## src/rtl/j1_io_pkg.sv

```systemverilog
// Shared definitions for peripherals on the J1 I/O port.
package j1_io_pkg;

  localparam logic [15:0] IO_UART_DATA = 16'h0000;
  localparam logic [15:0] IO_UART_STAT = 16'h0002;

  localparam int ST_RX_VALID  = 0;
  localparam int ST_TX_FULL   = 1;
  localparam int ST_TX_IDLE   = 2;
  localparam int ST_RX_OVERRUN = 3;
  localparam int ST_RX_FRAME  = 4;
  localparam int ST_TX_DROP   = 5;
  localparam int STATUS_W     = 6;

  typedef enum logic [1:0] {
    TX_IDLE,
    TX_START,
    TX_DATA,
    TX_STOP
  } tx_state_e;

  typedef enum logic [1:0] {
    RX_IDLE,
    RX_START,
    RX_DATA,
    RX_STOP
  } rx_state_e;

endpackage

```

## src/rtl/sync_fifo.sv

```systemverilog
// Single-clock FIFO with occupancy counter; a pop in the same cycle frees
// the slot for a push into a full FIFO.
module sync_fifo #(
  parameter int WIDTH = 8,
  parameter int DEPTH = 4
) (
  input  logic             clk,
  input  logic             reset,
  input  logic             push,
  input  logic             pop,
  input  logic [WIDTH-1:0] wr_data,
  output logic [WIDTH-1:0] rd_data,
  output logic             full,
  output logic             empty
);

  localparam int AW = (DEPTH > 1) ? $clog2(DEPTH) : 1;
  localparam logic [AW:0]   FULL_CNT = (AW + 1)'(DEPTH);
  localparam logic [AW-1:0] LAST_PTR = AW'(DEPTH - 1);

  logic [WIDTH-1:0] mem_q [DEPTH];
  logic [AW-1:0]    wr_ptr_q, wr_ptr_d;
  logic [AW-1:0]    rd_ptr_q, rd_ptr_d;
  logic [AW:0]      count_q, count_d;
  logic             do_push, do_pop;

  always_comb begin
    do_pop   = pop && (count_q != '0);
    do_push  = push && ((count_q != FULL_CNT) || do_pop);
    wr_ptr_d = wr_ptr_q;
    rd_ptr_d = rd_ptr_q;
    count_d  = count_q;
    if (do_push) begin
      wr_ptr_d = (wr_ptr_q == LAST_PTR) ? '0 : wr_ptr_q + 1'b1;
    end
    if (do_pop) begin
      rd_ptr_d = (rd_ptr_q == LAST_PTR) ? '0 : rd_ptr_q + 1'b1;
    end
    if (do_push && !do_pop) begin
      count_d = count_q + 1'b1;
    end else if (do_pop && !do_push) begin
      count_d = count_q - 1'b1;
    end
  end

  always_ff @(posedge clk) begin
    if (reset) begin
      wr_ptr_q <= '0;
      rd_ptr_q <= '0;
      count_q  <= '0;
    end else begin
      wr_ptr_q <= wr_ptr_d;
      rd_ptr_q <= rd_ptr_d;
      count_q  <= count_d;
    end
  end

  always_ff @(posedge clk) begin
    if (do_push) begin
      mem_q[wr_ptr_q] <= wr_data;
    end
  end

  assign rd_data = mem_q[rd_ptr_q];
  assign full    = (count_q == FULL_CNT);
  assign empty   = (count_q == '0);

endmodule

```

## src/rtl/j1_io_uart.sv

```systemverilog
// UART responder on the J1 I/O port: DATA/STATUS registers, FIFO-buffered
// 8N1 transmitter and single-byte 8N1 receiver.
//
// state    | meaning
// TX_IDLE  | line high, waiting for a FIFO byte
// TX_START | driving the start bit
// TX_DATA  | shifting eight data bits, LSB first
// TX_STOP  | driving the stop bit; chains straight to TX_START if data waits
// RX_IDLE  | waiting for a low on the synchronized line
// RX_START | half-bit wait, then confirm the start bit is still low
// RX_DATA  | sampling eight data bits at mid-bit
// RX_STOP  | sampling the stop bit and completing the byte
module j1_io_uart
  import j1_io_pkg::*;
#(
  parameter int          WIDTH        = 16,
  parameter logic [15:0] BASE_ADDR    = 16'h1000,
  parameter int          CLKS_PER_BIT = 217,
  parameter int          TX_DEPTH     = 4
) (
  input  logic             clk,
  input  logic             reset,
  input  logic             io_rd,
  input  logic             io_wr,
  input  logic [15:0]      mem_addr,
  input  logic [WIDTH-1:0] dout,
  output logic [WIDTH-1:0] io_din,
  output logic             uart_tx,
  input  logic             uart_rx
);

  localparam int            CW        = $clog2(CLKS_PER_BIT);
  localparam logic [CW-1:0] BIT_LOAD  = CW'(CLKS_PER_BIT - 1);
  localparam logic [CW-1:0] HALF_LOAD = CW'(CLKS_PER_BIT / 2 - 1);
  localparam logic [15:0]   DATA_ADDR = BASE_ADDR + IO_UART_DATA;
  localparam logic [15:0]   STAT_ADDR = BASE_ADDR + IO_UART_STAT;

  logic sel_data, sel_stat;
  logic data_rd, data_wr, stat_rd, stat_wr;

  logic       fifo_pop, fifo_full, fifo_empty;
  logic [7:0] fifo_rd_data;

  tx_state_e     tx_state_q, tx_state_d;
  logic [CW-1:0] tx_cnt_q, tx_cnt_d;
  logic [2:0]    tx_bit_q, tx_bit_d;
  logic [7:0]    tx_shift_q, tx_shift_d;
  logic          tx_line_q, tx_line_d;
  logic          tx_idle;

  logic          rx_s1_q, rx_s2_q;
  rx_state_e     rx_state_q, rx_state_d;
  logic [CW-1:0] rx_cnt_q, rx_cnt_d;
  logic [2:0]    rx_bit_q, rx_bit_d;
  logic [7:0]    rx_shift_q, rx_shift_d;
  logic          rx_done;

  logic          rx_valid_q, rx_valid_d;
  logic [7:0]    rx_byte_q, rx_byte_d;
  logic          rx_overrun_q, rx_overrun_d;
  logic          rx_frame_q, rx_frame_d;
  logic          tx_drop_q, tx_drop_d;
  logic [STATUS_W-1:0] status;

  logic unused_dout_hi;
  assign unused_dout_hi = ^dout[WIDTH-1:8];

  assign sel_data = (mem_addr == DATA_ADDR);
  assign sel_stat = (mem_addr == STAT_ADDR);
  assign data_rd  = io_rd & sel_data;
  assign data_wr  = io_wr & sel_data;
  assign stat_rd  = io_rd & sel_stat;
  assign stat_wr  = io_wr & sel_stat;

  sync_fifo #(
    .WIDTH (8),
    .DEPTH (TX_DEPTH)
  ) u_tx_fifo (
    .clk     (clk),
    .reset   (reset),
    .push    (data_wr),
    .pop     (fifo_pop),
    .wr_data (dout[7:0]),
    .rd_data (fifo_rd_data),
    .full    (fifo_full),
    .empty   (fifo_empty)
  );

  always_comb begin
    tx_state_d = tx_state_q;
    tx_cnt_d   = tx_cnt_q;
    tx_bit_d   = tx_bit_q;
    tx_shift_d = tx_shift_q;
    fifo_pop   = 1'b0;
    case (tx_state_q)
      TX_IDLE: begin
        if (!fifo_empty) begin
          tx_state_d = TX_START;
          tx_cnt_d   = BIT_LOAD;
          tx_shift_d = fifo_rd_data;
          fifo_pop   = 1'b1;
        end
      end
      TX_START: begin
        if (tx_cnt_q == '0) begin
          tx_state_d = TX_DATA;
          tx_cnt_d   = BIT_LOAD;
          tx_bit_d   = 3'd0;
        end else begin
          tx_cnt_d = tx_cnt_q - 1'b1;
        end
      end
      TX_DATA: begin
        if (tx_cnt_q == '0) begin
          tx_cnt_d   = BIT_LOAD;
          tx_shift_d = {1'b0, tx_shift_q[7:1]};
          if (tx_bit_q == 3'd7) begin
            tx_state_d = TX_STOP;
          end else begin
            tx_bit_d = tx_bit_q + 3'd1;
          end
        end else begin
          tx_cnt_d = tx_cnt_q - 1'b1;
        end
      end
      TX_STOP: begin
        if (tx_cnt_q == '0) begin
          if (!fifo_empty) begin
            tx_state_d = TX_START;
            tx_cnt_d   = BIT_LOAD;
            tx_shift_d = fifo_rd_data;
            fifo_pop   = 1'b1;
          end else begin
            tx_state_d = TX_IDLE;
          end
        end else begin
          tx_cnt_d = tx_cnt_q - 1'b1;
        end
      end
    endcase

    // Line is registered from the current state, one cycle behind it.
    case (tx_state_q)
      TX_START: tx_line_d = 1'b0;
      TX_DATA:  tx_line_d = tx_shift_q[0];
      default:  tx_line_d = 1'b1;
    endcase
  end

  always_ff @(posedge clk) begin
    if (reset) begin
      tx_state_q <= TX_IDLE;
      tx_cnt_q   <= '0;
      tx_bit_q   <= '0;
      tx_shift_q <= '0;
      tx_line_q  <= 1'b1;
    end else begin
      tx_state_q <= tx_state_d;
      tx_cnt_q   <= tx_cnt_d;
      tx_bit_q   <= tx_bit_d;
      tx_shift_q <= tx_shift_d;
      tx_line_q  <= tx_line_d;
    end
  end

  assign uart_tx = tx_line_q;
  assign tx_idle = fifo_empty && (tx_state_q == TX_IDLE);

  always_comb begin
    rx_state_d = rx_state_q;
    rx_cnt_d   = rx_cnt_q;
    rx_bit_d   = rx_bit_q;
    rx_shift_d = rx_shift_q;
    rx_done    = 1'b0;
    case (rx_state_q)
      RX_IDLE: begin
        if (!rx_s2_q) begin
          rx_state_d = RX_START;
          rx_cnt_d   = HALF_LOAD;
        end
      end
      RX_START: begin
        if (rx_cnt_q == '0) begin
          if (rx_s2_q) begin
            rx_state_d = RX_IDLE;
          end else begin
            rx_state_d = RX_DATA;
            rx_cnt_d   = BIT_LOAD;
            rx_bit_d   = 3'd0;
          end
        end else begin
          rx_cnt_d = rx_cnt_q - 1'b1;
        end
      end
      RX_DATA: begin
        if (rx_cnt_q == '0) begin
          rx_shift_d = {rx_s2_q, rx_shift_q[7:1]};
          rx_cnt_d   = BIT_LOAD;
          if (rx_bit_q == 3'd7) begin
            rx_state_d = RX_STOP;
          end else begin
            rx_bit_d = rx_bit_q + 3'd1;
          end
        end else begin
          rx_cnt_d = rx_cnt_q - 1'b1;
        end
      end
      RX_STOP: begin
        if (rx_cnt_q == '0) begin
          rx_done    = 1'b1;
          rx_state_d = RX_IDLE;
        end else begin
          rx_cnt_d = rx_cnt_q - 1'b1;
        end
      end
    endcase
  end

  always_ff @(posedge clk) begin
    if (reset) begin
      rx_s1_q    <= 1'b1;
      rx_s2_q    <= 1'b1;
      rx_state_q <= RX_IDLE;
      rx_cnt_q   <= '0;
      rx_bit_q   <= '0;
      rx_shift_q <= '0;
    end else begin
      rx_s1_q    <= uart_rx;
      rx_s2_q    <= rx_s1_q;
      rx_state_q <= rx_state_d;
      rx_cnt_q   <= rx_cnt_d;
      rx_bit_q   <= rx_bit_d;
      rx_shift_q <= rx_shift_d;
    end
  end

  // Clears apply first so a same-cycle set event wins.
  always_comb begin
    rx_valid_d   = rx_valid_q & ~data_rd;
    rx_byte_d    = rx_byte_q;
    rx_overrun_d = rx_overrun_q & ~(stat_wr & dout[ST_RX_OVERRUN]);
    rx_frame_d   = rx_frame_q & ~(stat_wr & dout[ST_RX_FRAME]);
    tx_drop_d    = tx_drop_q & ~(stat_wr & dout[ST_TX_DROP]);
    if (rx_done) begin
      if (!rx_s2_q) begin
        rx_frame_d = 1'b1;
      end else if (rx_valid_d) begin
        rx_overrun_d = 1'b1;
      end else begin
        rx_byte_d  = rx_shift_q;
        rx_valid_d = 1'b1;
      end
    end
    if (data_wr && fifo_full && !fifo_pop) begin
      tx_drop_d = 1'b1;
    end
  end

  always_ff @(posedge clk) begin
    if (reset) begin
      rx_valid_q   <= 1'b0;
      rx_byte_q    <= '0;
      rx_overrun_q <= 1'b0;
      rx_frame_q   <= 1'b0;
      tx_drop_q    <= 1'b0;
    end else begin
      rx_valid_q   <= rx_valid_d;
      rx_byte_q    <= rx_byte_d;
      rx_overrun_q <= rx_overrun_d;
      rx_frame_q   <= rx_frame_d;
      tx_drop_q    <= tx_drop_d;
    end
  end

  always_comb begin
    status                = '0;
    status[ST_RX_VALID]   = rx_valid_q;
    status[ST_TX_FULL]    = fifo_full;
    status[ST_TX_IDLE]    = tx_idle;
    status[ST_RX_OVERRUN] = rx_overrun_q;
    status[ST_RX_FRAME]   = rx_frame_q;
    status[ST_TX_DROP]    = tx_drop_q;
    io_din = '0;
    if (data_rd) begin
      io_din[7:0] = rx_byte_q;
    end else if (stat_rd) begin
      io_din[STATUS_W-1:0] = status;
    end
  end

endmodule

```

## config.mk

```make
export PLATFORM = sky130hd
export DESIGN_NAME = j1_io_uart
export DESIGN_NICKNAME = d
export VERILOG_FILES = /design/src/rtl/j1_io_pkg.sv /design/src/rtl/sync_fifo.sv /design/src/rtl/j1_io_uart.sv
export SDC_FILE = /design/constraint.sdc
export NUM_CORES = 1
export LEC_CHECK = 0
export BUFFER_PORTS_ARGS = -buffer_cell sky130_fd_sc_hd__buf_4
export CAP_MARGIN = 20
export CORE_MARGIN = 2
export CORE_UTILIZATION = 53
export DETAILED_ROUTE_END_ITERATION = 10
export GPL_TIMING_DRIVEN = 0
export PLACE_DENSITY = 0.76
export SLEW_MARGIN = 15
export SYNTH_ARGS = -nofsm -noshare
export SYNTH_HDL_FRONTEND = slang
export SYNTH_SLANG_ARGS = --single-unit
```

## constraint.sdc

```tcl
create_clock -name clk -period 2.6 [get_ports clk]
set_input_delay 0.13 -clock clk [delete_from_list [all_inputs] [get_ports clk]]
set_output_delay 0.13 -clock clk [all_outputs]
set_load 0.05 [all_outputs]
```

======== Yosys cells after proc, flatten, opt, wreduce, memory -nomap -nowiden ========
Memories as Yosys holds them, arrays and structs flattened. A register that Yosys moved wholly into a read port is not among the register bits.
Index checks and enable logic that the tools add are counted.
W data, S select, Z words.
storage, ports and cells
  bits in registers ....................... 64
  bits in writable memories ............... 32
  word-level logic and storage cells ...... 165
  memories kept ........................... 1
cells by class
  add/subtract/negate cells ............... 8
  equality and inequality tests ........... 29
  multiplexer cells ....................... 62
  bitwise operators ....................... 16
  reduce and logical (&&, ||, !) cells .... 30
memory list
  name             words  bits a word  rd ports  clocked after memory_dff  wr ports  line             source
  u_tx_fifo.mem_q  4      8            1         1                         1         sync_fifo.sv:21  logic [WIDTH-1:0] mem_q [DEPTH];
operators with widths
  cell                    count
  $mux W8                 11
  $pmux W8 S3             2
  $eq A16 B13 Y1 const B  2
  $mux W2                 16
  $pmux W8 S4             1
  $ne A2 B2 Y1 const B    14
  $mux W3                 9
  $logic_not A8 Y1        2
  $pmux W2 S4             2
  $sub A8 B1 Y8 const B   2
  $mux W1                 15
  $reduce_and A5 Y1       3
  $eq A2 B2 Y1 const B    6
  $mux W6                 2
  $pmux W3 S2             2
  $and A1 B1 Y1           11
  $add A3 B1 Y3 const B   3
  $eq A3 B3 Y1 const B    3
  $reduce_and A3 Y1       3
  $logic_and A1 B1 Y1     7
  $ne A3 B3 Y1 const B    2
  $reduce_bool A2 Y1      3
  $reduce_bool A3 Y1      2
  $not A1 Y1              5
  11 further kinds        17

======== Longest topological paths before layout ========
  depth in word-level cells ............... 11
  gate-level depth with buffers ........... 11

======== By module ========
Synthesis repeated with hierarchy kept, for this count alone.
unflattened totals
  cell total of the unflattened synthesis .. 484
  area, all modules ....................... 4947.2 µm²
modules (own cells, without submodules)
  module      times used  cells an instance  area an instance (µm²)  sequential area each (µm²)
  j1_io_uart  1           395                3310.7                  1141.1
  sync_fifo   1           89                 1636.6                  1141.1

======== Least setup slack after synthesis ========
Ideal clock, no wire load.
  path type ............................... register -> register
  start point ............................. reg tx_cnt_q[0]
  end point ............................... reg u_tx_fifo.count_q[2]
  arrival ................................. 2.674 ns
  data required time ...................... 2.530 ns
  path slack .............................. -0.144 ns
  stages on the path, launching flop included .. 12
  buffers on the path ..................... 0
  clock period less this slack ............ 2.744 ns
  path through ............................ dfxtp_1 > inv_1 > ha_1 > nor3b_2 > nand4_2 > a211oi_2 > ha_1 > inv_1 > fa_1 > xor2_1 > or3_1 > a21oi_1
on the way
  word-level cells in the longest chain between the ends .. 9
  elaborated cells between the ends (all ways) .. 12
ends and longest elaborated chain
  item                          line               source
  start: declaration            j1_io_uart.sv:45   logic [CW-1:0] tx_cnt_q, tx_cnt_d;
  start signal: assignment      j1_io_uart.sv:159  tx_cnt_q <= tx_cnt_d;
  $logic_not A8 Y1 *            j1_io_uart.sv:127  if (tx_cnt_q == '0) begin
  $mux W1 *                     j1_io_uart.sv:127
  $pmux W1 S2 *                 j1_io_uart.sv:95   case (tx_state_q)
  $logic_and A1 B1 Y1 *         sync_fifo.sv:28    do_pop = pop && (count_q != '0);
  $logic_or A1 B1 Y1 *          sync_fifo.sv:29    do_push = push && ((count_q != FULL_CNT) || do_pop);
  $logic_and A1 B1 Y1 *         sync_fifo.sv:29
  net u_tx_fifo.do_push         sync_fifo.sv:25    logic do_push, do_pop;
  $logic_not A1 Y1              sync_fifo.sv:41    end else if (do_pop && !do_push) begin
  $logic_and A1 B1 Y1           sync_fifo.sv:41
  $reduce_bool A2 Y1 (no line)  -
  end signal: assignment        sync_fifo.sv:54    count_q <= count_d;
  end: declaration              sync_fifo.sv:24    logic [AW:0] count_q, count_d;
The timed path passes the listed nets; every way through them passes the cells marked *.
A chain may end at the register's enable or synchronous reset.

======== Worst setup path in the final report ========
  start point ............................. reg tx_cnt_q[1]
  end point ............................... reg u_tx_fifo.count_q[2]
Same word-level chain as after synthesis.

==> impl_results.rst <==
.. list-table::
   :header-rows: 1

   * - Metric
     - Value
   * - Outcome
     - complete, but fails checks
   * - Failing checks
     - negative setup slack
   * - End of the worst hold path
     - rx_cnt_q[4]$_SDFFE_PP0P_
   * - Count of final hold-check violations
     - 0
   * - Fraction of registers with async set or reset after synthesis
     - 0
   * - CP required
     - 2.90 ns
   * - Core Box Area
     - 9280 µm²
   * - Sort of element at the start of the critical path
     - flop
   * - Power Total
     - 5.27 mW
   * - Proportion of netlist area held by the largest area contributor
     - 0.259
   * - Main area contributors after synthesis
     - sky130_fd_sc_hd__dfxtp_1 (26%), sky130_fd_sc_hd__edfxtp_1 (19%), sky130_fd_sc_hd__ha_1 (5.6%)
   * - Vias per Instance
     - 5.89
   * - Vias
     - 4186
   * - Post-synth top flop
     - sky130_fd_sc_hd__dfxtp_1
   * - Die Outline Area
     - 10400 µm²
   * - Clock buffer count from CTS
     - 9
   * - Number of core rows
     - 35
   * - Gate count after technology mapping
     - 503
   * - Clock input transition at the sequential cells of the worst setup and hold paths
     - 0.10 ns
   * - Starting density of the core
     - 0.549
   * - Worst reg2reg path endpoint
     - u_tx_fifo.count_q[2]$_SDFFE_PP0P_
   * - Final worst setup slack
     - -0.00630 ns
   * - Layout overhead on the synthesized area
     - 18.1%
   * - Critical register-to-register path startpoint
     - tx_cnt_q[1]$_SDFF_PP0_
   * - Number of nets in the layout
     - 638
   * - Die extent in y
     - 102 µm
   * - Starting DRT DRC Count
     - 267
   * - Synth warn
     - 0
   * - Synth area leader
     - sky130_fd_sc_hd__dfxtp_1
   * - Final worst-path cycle share
     - 1.00
   * - Final worst clock skew
     - 0.0108 ns
   * - Timing startpoint of the critical path
     - tx_cnt_q[1]$_SDFF_PP0_
   * - CTS HTree Levels
     - 3
   * - Worst-case headroom to the max-slew limit
     - 0.515
   * - Syn Area/Cell
     - 10.1 µm²
   * - Endpoint arrival time on the critical path
     - 2.91 ns
   * - Measured slew at the worst slew-check pin
     - 0.727 ns
   * - R2r worst-path depth
     - 11
   * - Vias in the first global route
     - 4049
   * - Pin count of the biggest net entering global routing
     - 22
   * - Global route overflow
     - 0
   * - Average detailed-routed wire length per instance
     - 16.4 µm
   * - Final hold slack
     - 0.0452 ns
   * - 1st-pass router iterations
     - 5
   * - Worst-case register-to-register setup slack
     - -0.006 ns
   * - RD Place Congestion
     - 0.899
   * - First-pass GRT wire length
     - 19.2 mm
   * - Maximum clock insertion buffer count
     - 2
   * - Post-route core utilization
     - 0.649
   * - Residual antenna-violating net count after detailed routing
     - 0
   * - Static leakage power
     - 2.26 nW
   * - Syn Std Cell Area
     - 5100 µm²
   * - Critical path capture point type
     - flop
   * - Hold Path Depth
     - 3
   * - Port-buffer cells
     - 37
   * - Synthesized flop and latch total
     - 98
   * - Power density relative to cell area
     - 876 nW/µm²
   * - Post-DP Area
     - 5590 µm²
   * - Sequential area share after synthesis
     - 0.448
   * - Placed Cells
     - 676
   * - Kind of path behind the tightest hold check
     - input port to flop
   * - Fraction of final layout cells with drive strength greater than 1
     - 0.218
   * - Clock latency at the later pin of the worst-skew pair
     - 0.37 ns
   * - Crit Path Class
     - flop to flop
   * - Antenna diode count
     - 0
   * - Root cell of the clock tree
     - sky130_fd_sc_hd__clkbuf_8
   * - Maximum net fanout on the critical path
     - 4
   * - Design Area, Final
     - 6020 µm²
   * - Max_cap viols
     - 0
   * - GRT Util Overall
     - 0.236
   * - RSZ-0062 raised after global routing
     - yes
   * - Clock net sink count
     - 98
   * - HPWL after DPL
     - 8.09 mm
   * - Initial antenna violation count
     - 0
   * - I/O pin cnt
     - 54
   * - Count of cell types in the netlist
     - 72
   * - IR Drop Worst-Case VDD
     - 0.529 mV
   * - Drc violations
     - 0
   * - Final Instance Count excl. Fillers
     - 711
   * - Total setup violations reported at the end of the flow
     - 1
   * - CTS tree
     - yes
   * - Number of flops mapped to enable cells by yosys
     - 32
   * - Die outline width
     - 102 µm
   * - Final Slew Violations
     - 0
   * - Origin of the worst min-delay path
     - reset
   * - Crit path time final
     - 2.61 ns
   * - DRT Wirelength
     - 11.7 mm
   * - Maximum clock rate
     - 0.384 GHz
==> layer usage <==
metal / global-route usage / vias up / wire [µm]
li1: - / 2023 / -
met1: 0.307 / 2018 / 5100
met2: 0.403 / 129 / 5770
met3: 0.0390 / 16 / 656
met4: 0.0810 / 0 / 160
met5: 0 / - / 0
==> timing repair <==
| item | in CTS | in global routing |
|---|---|---|
| setup buffers | 10 | 1 |
| hold buffers | 9 | 0 |
| endpoints found under the hold margin | 33 | 0 |
| pin swaps | 4 | 2 |
| endpoints found under the setup margin | 2 | 2 |
| gates resized for setup | 8 | 8 |
==> power breakdown <==
part	switching [mW]	internal (mW)	leakage [nW]
combinational	1.38	0.973	1.33
sequential	0.174	1.75	0.827
clock	0.613	0.387	0.105
==> worst max path at each step <==
| stage | end | slack, ns |
|---|---|---|
| final | u_tx_fifo.count_q[2]$_SDFFE_PP0P_ | -0.006 |
| after global routing | u_tx_fifo.count_q[2]$_SDFFE_PP0P_ | -0.13 |
| after CTS | u_tx_fifo.count_q[2]$_SDFFE_PP0P_ | 0.002 |
| after detailed placement | u_tx_fifo.count_q[2]$_SDFFE_PP0P_ | -0.34 |
| after global placement | u_tx_fifo.count_q[2]$_SDFFE_PP0P_ | -0.28 |
| after floorplan | u_tx_fifo.count_q[2]$_SDFFE_PP0P_ | 0.007 |
==> synthesized netlist by cell type (9+ instances only) <==
cell type                  instances
sky130_fd_sc_hd__nand4_1          13
sky130_fd_sc_hd__dfxtp_1          66
sky130_fd_sc_hd__nand2_1          49
sky130_fd_sc_hd__and2_1            9
sky130_fd_sc_hd__o21ai_0          13
sky130_fd_sc_hd__a311oi_1         12
sky130_fd_sc_hd__clkbuf_1         19
sky130_fd_sc_hd__mux2i_1          24
sky130_fd_sc_hd__buf_4             9
sky130_fd_sc_hd__nor4_1           11
sky130_fd_sc_hd__ha_1             23
sky130_fd_sc_hd__inv_1            25
sky130_fd_sc_hd__nor3_1            9
sky130_fd_sc_hd__edfxtp_1         32
sky130_fd_sc_hd__a21oi_1          35
sky130_fd_sc_hd__nor2_1           29
==> state kept, by name, indices dropped and copies added (netlist names), named ones only <==
| name | flops |
|---|---|
| u_tx_fifo.mem_q | 32 |
| rx_byte_q | 8 |
| rx_cnt_q | 8 |
| rx_shift_q | 8 |
| tx_cnt_q | 8 |
| tx_shift_q | 8 |
| rx_bit_q | 3 |
| tx_bit_q | 3 |
| u_tx_fifo.count_q | 3 |
| tx_state_q | 2 |
| u_tx_fifo.rd_ptr_q | 2 |
| u_tx_fifo.wr_ptr_q | 2 |
| rx_frame_q | 1 |
| rx_overrun_q | 1 |
| rx_s1_q | 1 |
| rx_s2_q | 1 |
| rx_state_q | 1 |
| rx_valid_q | 1 |
| tx_drop_q | 1 |
| uart_tx | 1 |
==> cell usage in the layout, fill, tap and decap left out, types with 6 or more instances in the layout <==
master	synthesis	routed
sky130_fd_sc_hd__nand4_1	13	13
sky130_fd_sc_hd__ha_1	23	20
sky130_fd_sc_hd__inv_2	1	7
sky130_fd_sc_hd__clkbuf_8	0	9
sky130_fd_sc_hd__inv_1	25	19
sky130_fd_sc_hd__nor2b_1	7	7
sky130_fd_sc_hd__nor4_1	11	11
sky130_fd_sc_hd__mux4_2	8	8
sky130_fd_sc_hd__nor3_1	9	9
sky130_fd_sc_hd__dfxtp_1	66	60
sky130_fd_sc_hd__and2_1	9	9
sky130_fd_sc_hd__mux2i_1	24	24
sky130_fd_sc_hd__a211oi_1	7	7
sky130_fd_sc_hd__nand2_1	49	49
sky130_fd_sc_hd__edfxtp_1	32	32
sky130_fd_sc_hd__a21oi_1	35	34
sky130_fd_sc_hd__dfxtp_2	0	6
sky130_fd_sc_hd__buf_4	9	56
sky130_fd_sc_hd__nor2_1	29	29
sky130_fd_sc_hd__o31ai_1	8	8
sky130_fd_sc_hd__a311oi_1	12	12
sky130_fd_sc_hd__conb_1	1	8
sky130_fd_sc_hd__o21ai_0	13	13
sky130_fd_sc_hd__clkbuf_1	19	17
sky130_fd_sc_hd__dlygate4sd3_1	0	9
==> cell type report <==
cell class | instances | area [µm²]
flip-flops and latches | 98 | 2290
fillers | 741 | 3260
plain buffers | 31 | 158
inverters | 26 | 97.6
repair buffers | 57 | 454
multi-input cells | 354 | 2650
well taps | 129 | 161
clock inverters | 7 | 86.3
clock buffers | 9 | 124
==> per-stage QoR <==
stage,TNS (ns),setup WS (ns)
5_1_grt,-0.132,-0.132
6_report,-0.00630,-0.00630
3_3_place_gp,-0.395,-0.282
4_1_cts,0,0.00170
3_5_place_dp,-0.487,-0.338
2_1_floorplan,0,0.00728
==> logic make-up (layout without fill, tap and decap cells) <==
family	after synthesis	after routing	share of synthesized area
compound gates	115	115	0.163
fa+ha+maj	24	24	0.0604
buf+inv	58	130	0.0501
other cells	1	8	0.000735
flops	98	98	0.448
xor+xnor	4	4	0.00687
simple gates	169	169	0.184
mux	34	34	0.0869
==> worst max-delay path, cell delays in order (launching register included) <==
cell and delay (ns):
sky130_fd_sc_hd__dfxtp_2 0.34, sky130_fd_sc_hd__inv_2 0.07, sky130_fd_sc_hd__ha_4 0.15, sky130_fd_sc_hd__nor3b_4 0.28, sky130_fd_sc_hd__nand4_2 0.21, sky130_fd_sc_hd__a211oi_4 0.26
sky130_fd_sc_hd__ha_2 0.23, sky130_fd_sc_hd__inv_2 0.04, sky130_fd_sc_hd__fa_2 0.35, sky130_fd_sc_hd__xor2_1 0.15, sky130_fd_sc_hd__or3_1 0.34, sky130_fd_sc_hd__a21oi_2 0.12
Note: power is estimated with default switching activity, not from simulation.
